`config.mk`:
```
export PLATFORM = sky130hd
export DESIGN_NAME = write_data_streamer
export DESIGN_NICKNAME = d
export VERILOG_FILES = /design/src/rtl/write_data_streamer.sv
export SDC_FILE = /design/constraint.sdc
export NUM_CORES = 1
export LEC_CHECK = 0
export ABC_CLOCK_PERIOD_IN_PS = 2100
export CAP_MARGIN = 5
export CORE_MARGIN = 5
export CORE_UTILIZATION = 50
export DETAILED_ROUTE_END_ITERATION = 6
export HOLD_SLACK_MARGIN = 0.15
export PLACE_DENSITY = 0.82
export SLEW_MARGIN = 5
export SYNTH_ARGS = -nofsm -noshare
export SYNTH_HDL_FRONTEND = slang
export SYNTH_SLANG_ARGS = --single-unit
```
`constraint.sdc`:
```
create_clock -name clk -period 2.1 [get_ports clk]
set_input_delay 0.42 -clock clk [delete_from_list [all_inputs] [get_ports clk]]
set_output_delay 0.42 -clock clk [all_outputs]
set_load 0.005 [all_outputs]
```
`src/rtl/write_data_streamer.sv`:
```
// Accepts one 128-bit write at a time and streams it as sixteen byte beats.
// Downstream may stall beats or request a tagged resend, up to MAX_RETRY times.
module write_data_streamer #(
    parameter int MAX_RETRY = 3
) (
    input  logic         clk,
    input  logic         reset_n,
    input  logic         write_request,
    input  logic [0:127] write_data,
    output logic         write_request_ack,
    output logic [3:0]   write_request_ack_tag,
    input  logic         data_stall,
    input  logic         retry,
    input  logic [3:0]   retry_tag,
    output logic         data_valid,
    output logic [3:0]   data_valid_tag,
    output logic [7:0]   data,
    output logic         last_data_valid,
    output logic         busy,
    output logic         abort
);

    localparam int RCW = $clog2(MAX_RETRY + 2);

    typedef enum logic [1:0] {IDLE, BEAT, POST} state_t;

    state_t         state, state_nxt;
    logic [3:0]     tag_cnt, tag_cnt_nxt;
    logic [3:0]     cur_tag, cur_tag_nxt;
    logic [3:0]     beat_idx, beat_idx_nxt;
    logic [RCW-1:0] retry_cnt, retry_cnt_nxt;
    logic [0:127]   buffer, buffer_nxt;
    logic           retry_hit;
    logic           retry_exhausted;

    always_ff @(posedge clk or negedge reset_n) begin
        if (!reset_n) begin
            state     <= IDLE;
            tag_cnt   <= '0;
            cur_tag   <= '0;
            beat_idx  <= '0;
            retry_cnt <= '0;
            buffer    <= '0;
        end else begin
            state     <= state_nxt;
            tag_cnt   <= tag_cnt_nxt;
            cur_tag   <= cur_tag_nxt;
            beat_idx  <= beat_idx_nxt;
            retry_cnt <= retry_cnt_nxt;
            buffer    <= buffer_nxt;
        end
    end

    always_comb begin
        state_nxt             = state;
        tag_cnt_nxt           = tag_cnt;
        cur_tag_nxt           = cur_tag;
        beat_idx_nxt          = beat_idx;
        retry_cnt_nxt         = retry_cnt;
        buffer_nxt            = buffer;
        write_request_ack     = 1'b0;
        write_request_ack_tag = tag_cnt;
        data_valid            = 1'b0;
        data_valid_tag        = '0;
        data                  = '0;
        last_data_valid       = 1'b0;
        busy                  = (state != IDLE);

        retry_hit       = retry && (retry_tag == cur_tag) && (state != IDLE);
        retry_exhausted = retry_hit && (retry_cnt == RCW'(MAX_RETRY));
        abort           = retry_exhausted;

        case (state)
            IDLE: begin
                // ack is combinational on the request, so hold it off while reset is low
                if (write_request && reset_n) begin
                    write_request_ack = 1'b1;
                    buffer_nxt        = write_data;
                    cur_tag_nxt       = tag_cnt;
                    tag_cnt_nxt       = tag_cnt + 4'd1;
                    beat_idx_nxt      = '0;
                    retry_cnt_nxt     = '0;
                    state_nxt         = BEAT;
                end
            end
            BEAT: begin
                data_valid      = !data_stall;
                data_valid_tag  = cur_tag;
                data            = buffer[{beat_idx, 3'b000} +: 8];
                last_data_valid = !data_stall && (beat_idx == 4'd15);
                if (!data_stall) begin
                    if (beat_idx == 4'd15) begin
                        beat_idx_nxt = '0;
                        state_nxt    = POST;
                    end else begin
                        beat_idx_nxt = beat_idx + 4'd1;
                    end
                end
            end
            POST: state_nxt = IDLE;
            default: state_nxt = IDLE;
        endcase

        // a matching retry overrides any beat advance decided above
        if (retry_hit) begin
            if (retry_exhausted) begin
                state_nxt    = IDLE;
                beat_idx_nxt = '0;
            end else begin
                state_nxt     = BEAT;
                beat_idx_nxt  = '0;
                retry_cnt_nxt = retry_cnt + RCW'(1);
            end
        end
    end

endmodule

```
=== Word-level counts from Yosys, hierarchy flattened ===
Cells that the tools add are included.

* Register bits: 145
* Output and inout port bits: 21
* Word-level logic and storage cells: 51

* Add/sub/neg operators: 3
* Eq/ne operators: 7
* Shifts and indexed selects: 1
* Mux-type cells: 21
* Bitwise operators: 1
* Reductions and logical operators: 12

{| class="wikitable"
|+ Operators with widths
! kind !! count
|-
| $shiftx A128 B8 Y129 || 1
|-
| $mux W4 || 5
|-
| $mux W3 || 4
|-
| $ne A3 B3 Y1 const B || 3
|-
| $add A4 B1 Y4 const B || 2
|-
| $mux W2 || 4
|-
| $mux W8 || 1
|-
| $not A7 Y8 || 1
|-
| $pmux W4 S2 || 1
|-
| $reduce_and A3 Y1 || 2
|-
| $logic_and A1 B1 Y1 || 5
|-
| $mux W1 || 5
|-
| $eq A4 B4 Y1 || 1
|-
| $eq A4 B4 Y1 const B || 1
|-
| $pmux W2 S2 || 1
|-
| $add A3 B1 Y3 const B || 1
|-
| $eq A3 B2 Y1 const B || 1
|-
| $reduce_bool A3 Y1 || 1
|-
| $eq A2 B1 Y1 const B || 1
|-
| $logic_not A2 Y1 || 1
|-
| $reduce_and A2 Y1 || 1
|-
| $reduce_bool A2 Y1 || 1
|-
| $logic_not A1 Y1 || 1
|}

=== Depth between registers and ports, before layout ===
Gate-level depths: netlist of the first run.

* Depth after elaboration: 6
* Mapped depth: 7
* Mapped depth without buffers: 6

=== Worst setup path before layout of the first run ===
No wires, ideal clock.

* Path kind: register to output
* From: register beat_idx[1]
* To: output data[6]
* Data arrival time: 1.442 ns
* Path slack: 0.238 ns
* Stages on the path, launching flop included: 7
* Path buffers: 3
* Path through: dfrtp_1 > buf_4 > buf_6 > buf_6 > mux4_2 > o2111ai_1 > nand2_1

* Cells in the longest elaborated chain, start to end: 3

{| class="wikitable"
|+ RTL lines
! item !! line !! text
|-
| from (decl) || 30 || <nowiki>logic [3:0] beat_idx, beat_idx_nxt;</nowiki>
|-
| from (signal assigned) || 48 || <nowiki>beat_idx <= beat_idx_nxt;</nowiki>
|-
| $not A7 Y8 (not written as such) || 89 || <nowiki>data = buffer[{beat_idx, 3'b000} +: 8];</nowiki>
|-
| $shiftx A128 B8 Y129 || 89 ||
|-
| $mux W8 || 73 || <nowiki>case (state)</nowiki>
|-
| to (decl) || 17 || <nowiki>output logic [7:0] data,</nowiki>
|}

No other way between the ends.

=== Final worst setup path of the first run ===
* From: register beat_idx[1]
* To: output data[4]

The elaborated chain is that of the path after synthesis.

==> results of run 1 <==
## power by group through the flow
stage | logic (mW) | registers [mW] | clock network [mW]
global route | 7.12 | 5.14 | 3.30
floorplan | 3.10 | 4.62 | 0
global placement | 5.01 | 4.81 | 0
CTS | 5.85 | 4.90 | 3.15
detailed placement | 5.15 | 4.87 | 0
finish | 6.65 | 5.01 | 3.16
## cells by family (layout without fill, tap and decap cells)
| group | after synthesis | in the layout | share of synthesized area [%] |
|---|---|---|---|
| muxes | 51 | 51 | 9.18 |
| AOI/OAI and AO/OA | 40 | 40 | 3.91 |
| DFF | 145 | 145 | 53.5 |
| adders and majority gates | 4 | 4 | 0.738 |
| and+or+nand+nor | 474 | 474 | 28.0 |
| buffers and inverters | 53 | 265 | 3.84 |
| xor gates and xnor gates | 7 | 7 | 0.904 |
## stage by stage
| step | area (µm²) | setup slack (ns) | instances |
|---|---|---|---|
| after floorplan | 6790 | 0.238 | 774 |
| after global placement | 8740 | -0.427 | 1097 |
| after detailed placement | 8740 | -0.472 | 1097 |
| after CTS | 9730 | -0.465 | 1150 |
| after global routing | 10000 | -0.525 | 1162 |
| final | 10000 | -0.471 | 1162 |
## layout make-up
| cell class | instances | area (µm²) |
|---|---|---|
| Tap cell | 176 | 220 |
| Multi-Input combinational cell | 576 | 3230 |
| Sequential cell | 145 | 3630 |
| Clock buffer | 20 | 467 |
| Inverter | 6 | 25.0 |
| Clock inverter | 12 | 156 |
| Fill cell | 856 | 3300 |
| Timing Repair Buffer | 227 | 2270 |
## repair_timing
item                       CTS  global route
setup endpoints to repair   16            11
buffers inserted            20            14
pin swaps                   12            16
gates cloned                 2             0
gates resized for setup     97            39
## metal layers
layer / share of wire [%] / wire [µm] / up-vias / global-route usage, %
li1: - / - / 2876 / -
met1: 38 / 8260 / 3021 / 31.9
met2: 49 / 10600 / 310 / 41.0
met3: 7.2 / 1560 / 87 / 5.55
met4: 5.3 / 1150 / 0 / 12.4
met5: 0 / 0 / - / 0
## sequential cells by signal (all words and copies together) (netlist names)
name and flops:
buffer 128, state 2, cur_tag 4, write_request_ack_tag 4, beat_idx 4, retry_cnt 3
## how the worst min path moves through the flow
stage	start	slack (ns)	depth (start not counted)	endpoint
2_1_floorplan	reset_n	0.12	0	beat_idx[0]
3_3_place_gp	buffer[107]	0.45	2	buffer[107]
3_5_place_dp	buffer[106]	0.46	2	buffer[106]
4_1_cts	reset_n	0.19	2	buffer[41]
5_1_grt	reset_n	0.22	2	buffer[124]
6_report	reset_n	0.15	2	buffer[111]
## cells in the final DEF (no fill, tap or decap), types with 9 or more instances in the layout
cell type and n:
clkdlybuf4s50_1 138, buf_4 46, mux2i_1 30, clkbuf_16 17
nand3_1 11, nor2b_1 9, mux4_2 9, buf_6 13
a22oi_1 12, buf_12 11, nand2_1 415, dfrtp_1 144
==> impl_results.md, run 1 <==
* Slew headroom at 49.9%
* WP data required at 1.68 ns
* Worst reg-to-reg setup slack at 0.22 ns
* WP depth at 8
* Synth Cell Area at 0.00679 mm²
* TritonCTS clock tree: built
* Sequential fraction of the synthesis area at 53.5%
* Residual DRC count at 0
* Synthesized instance count at 774
* Slew Viols, Final at 0
* Final hold vios at 0
* Synth area leader: dfrtp_1
* Total power at 14.8 mW
* Via count at 6,294
* P per Cell Area at 1480 mW/mm²
* FFs w/ async S/R, synth at 100%
* Global-route wire length before repair at 31,600 µm
* Pint at 9.35 mW
* Avg Vias per Cell at 5.42
* DRT antenna net count at 0
* Initial Util at 51.0%
* Period utilization at 122%
* Final worst path period need at 2.57 ns
* Post-CTS Hold Fix Bufs at 0
* Critical-path top delay cell: dfrtp_4
* DP HPWL at 13,000 µm
* Initial antenna violation count at 0
* Most instantiated cells after synthesis: nand2_1, dfrtp_1, mux2i_1
* Kind of start point of the critical path: flop
* Setup_tns at -3.56 ns
* Top Family by Delay on Critical Path: flip-flops
* Area growth syn-to-layout at 47.3%
* Root buffer cell: clkbuf_16
* Highest Clock Rate at 389 MHz
* Hold slack final at 0.147 ns
* RSZ-0062 raised after global routing: yes
* Max-Cap Viols at 0
* Main synth FF type: dfrtp_1
* Top post-synthesis cells by area: dfrtp_1, nand2_1, mux2i_1
* Drt initial violations at 628
* Slew at the pin closest to its max-slew limit at 0.751 ns
* Total track usage at 25.2%
* Sequential share of power at 33.8%
* Vias in the first global route at 6,147
* Critical Path, Cell by Cell: buf_12 -> buf_6 -> buf_6 -> mux2i_4 -> a22oi_2 -> nand3_1 -> o21ai_2 -> buf_2
* Leakage power at 4.91 nW
* Fin util at 75.2%
* Crit. End Element: primary output
* Core ar. at 0.0133 mm²
* CP max stage delay at 0.54 ns
* Port Buffers at 157
* CTS H-tree lvls at 4
* Count leader, synth: nand2_1
* Post-synth EDFFs at 0
* Antenna Cells at 0
* Yosys reg bits at 145
* Avg Cell Area, Syn at 8.77 µm²
* Num CTS Buffers at 17
* Crit path launch: beat_idx[1]
* WP buf/inv at 4
* # IOs at 158
* Ys Warns at 0
* Synth top area share at 53.5%
* Sw frac at 36.9%
* # rows at 42
* Capture point of the worst reg-to-reg path: beat_idx[3]
* Status: finished with violations
* Combinational Power Share at 44.9%
* CP Capture Point: data[4]
* Syn nets at 915
* Final nets at 1,114
* Kind of critical path: flop to primary output
* Drt pass-1 iters at 5
* Net Sw Power at 5.47 mW
* Critical Path AT at 2.15 ns
* Failing checks: negative setup slack
* Worst R2R Path Depth at 8
* Clk slew on worst S/H paths at 0.06 ns
* IR drop worst, VDD at 0.000855 V
* Gp weighted congestion at 0.843
* Floorplan die width at 126 µm
* Setup ws final at -0.471 ns
* Layout cells sized above 1 at 18.2%
* Worst skew pair latency at 0.43 ns
* Max FO, Critical Path at 7
* WL final at 21,600 µm
* Cell mode on critical path: buf_6
* Library cells used by synthesis at 32
* Setup violators final at 9
* Tightest Hold Check Type: primary input to async pin
* Die Area at 0.0160 mm²
* Clock Skew at 0.00801 ns
* Clk pwr share at 21.3%
* CTS Sinks at 145
* Gr ovfl total at 0
* Die Ht at 126 µm
* Largest net degree at the start of global routing at 146
* Reg2Reg Launch Point: beat_idx[1]
* Clk buf depth at 2
* Wire per inst at 18.6 µm
(Power assumes the default switching activity.)
==> run 2, diff against run 1 <==
- HOLD_SLACK_MARGIN: 0.15 -> not set
==> results of run 2 <==
Same layout as run 1: the final DEF is identical, and so are final timing and power.
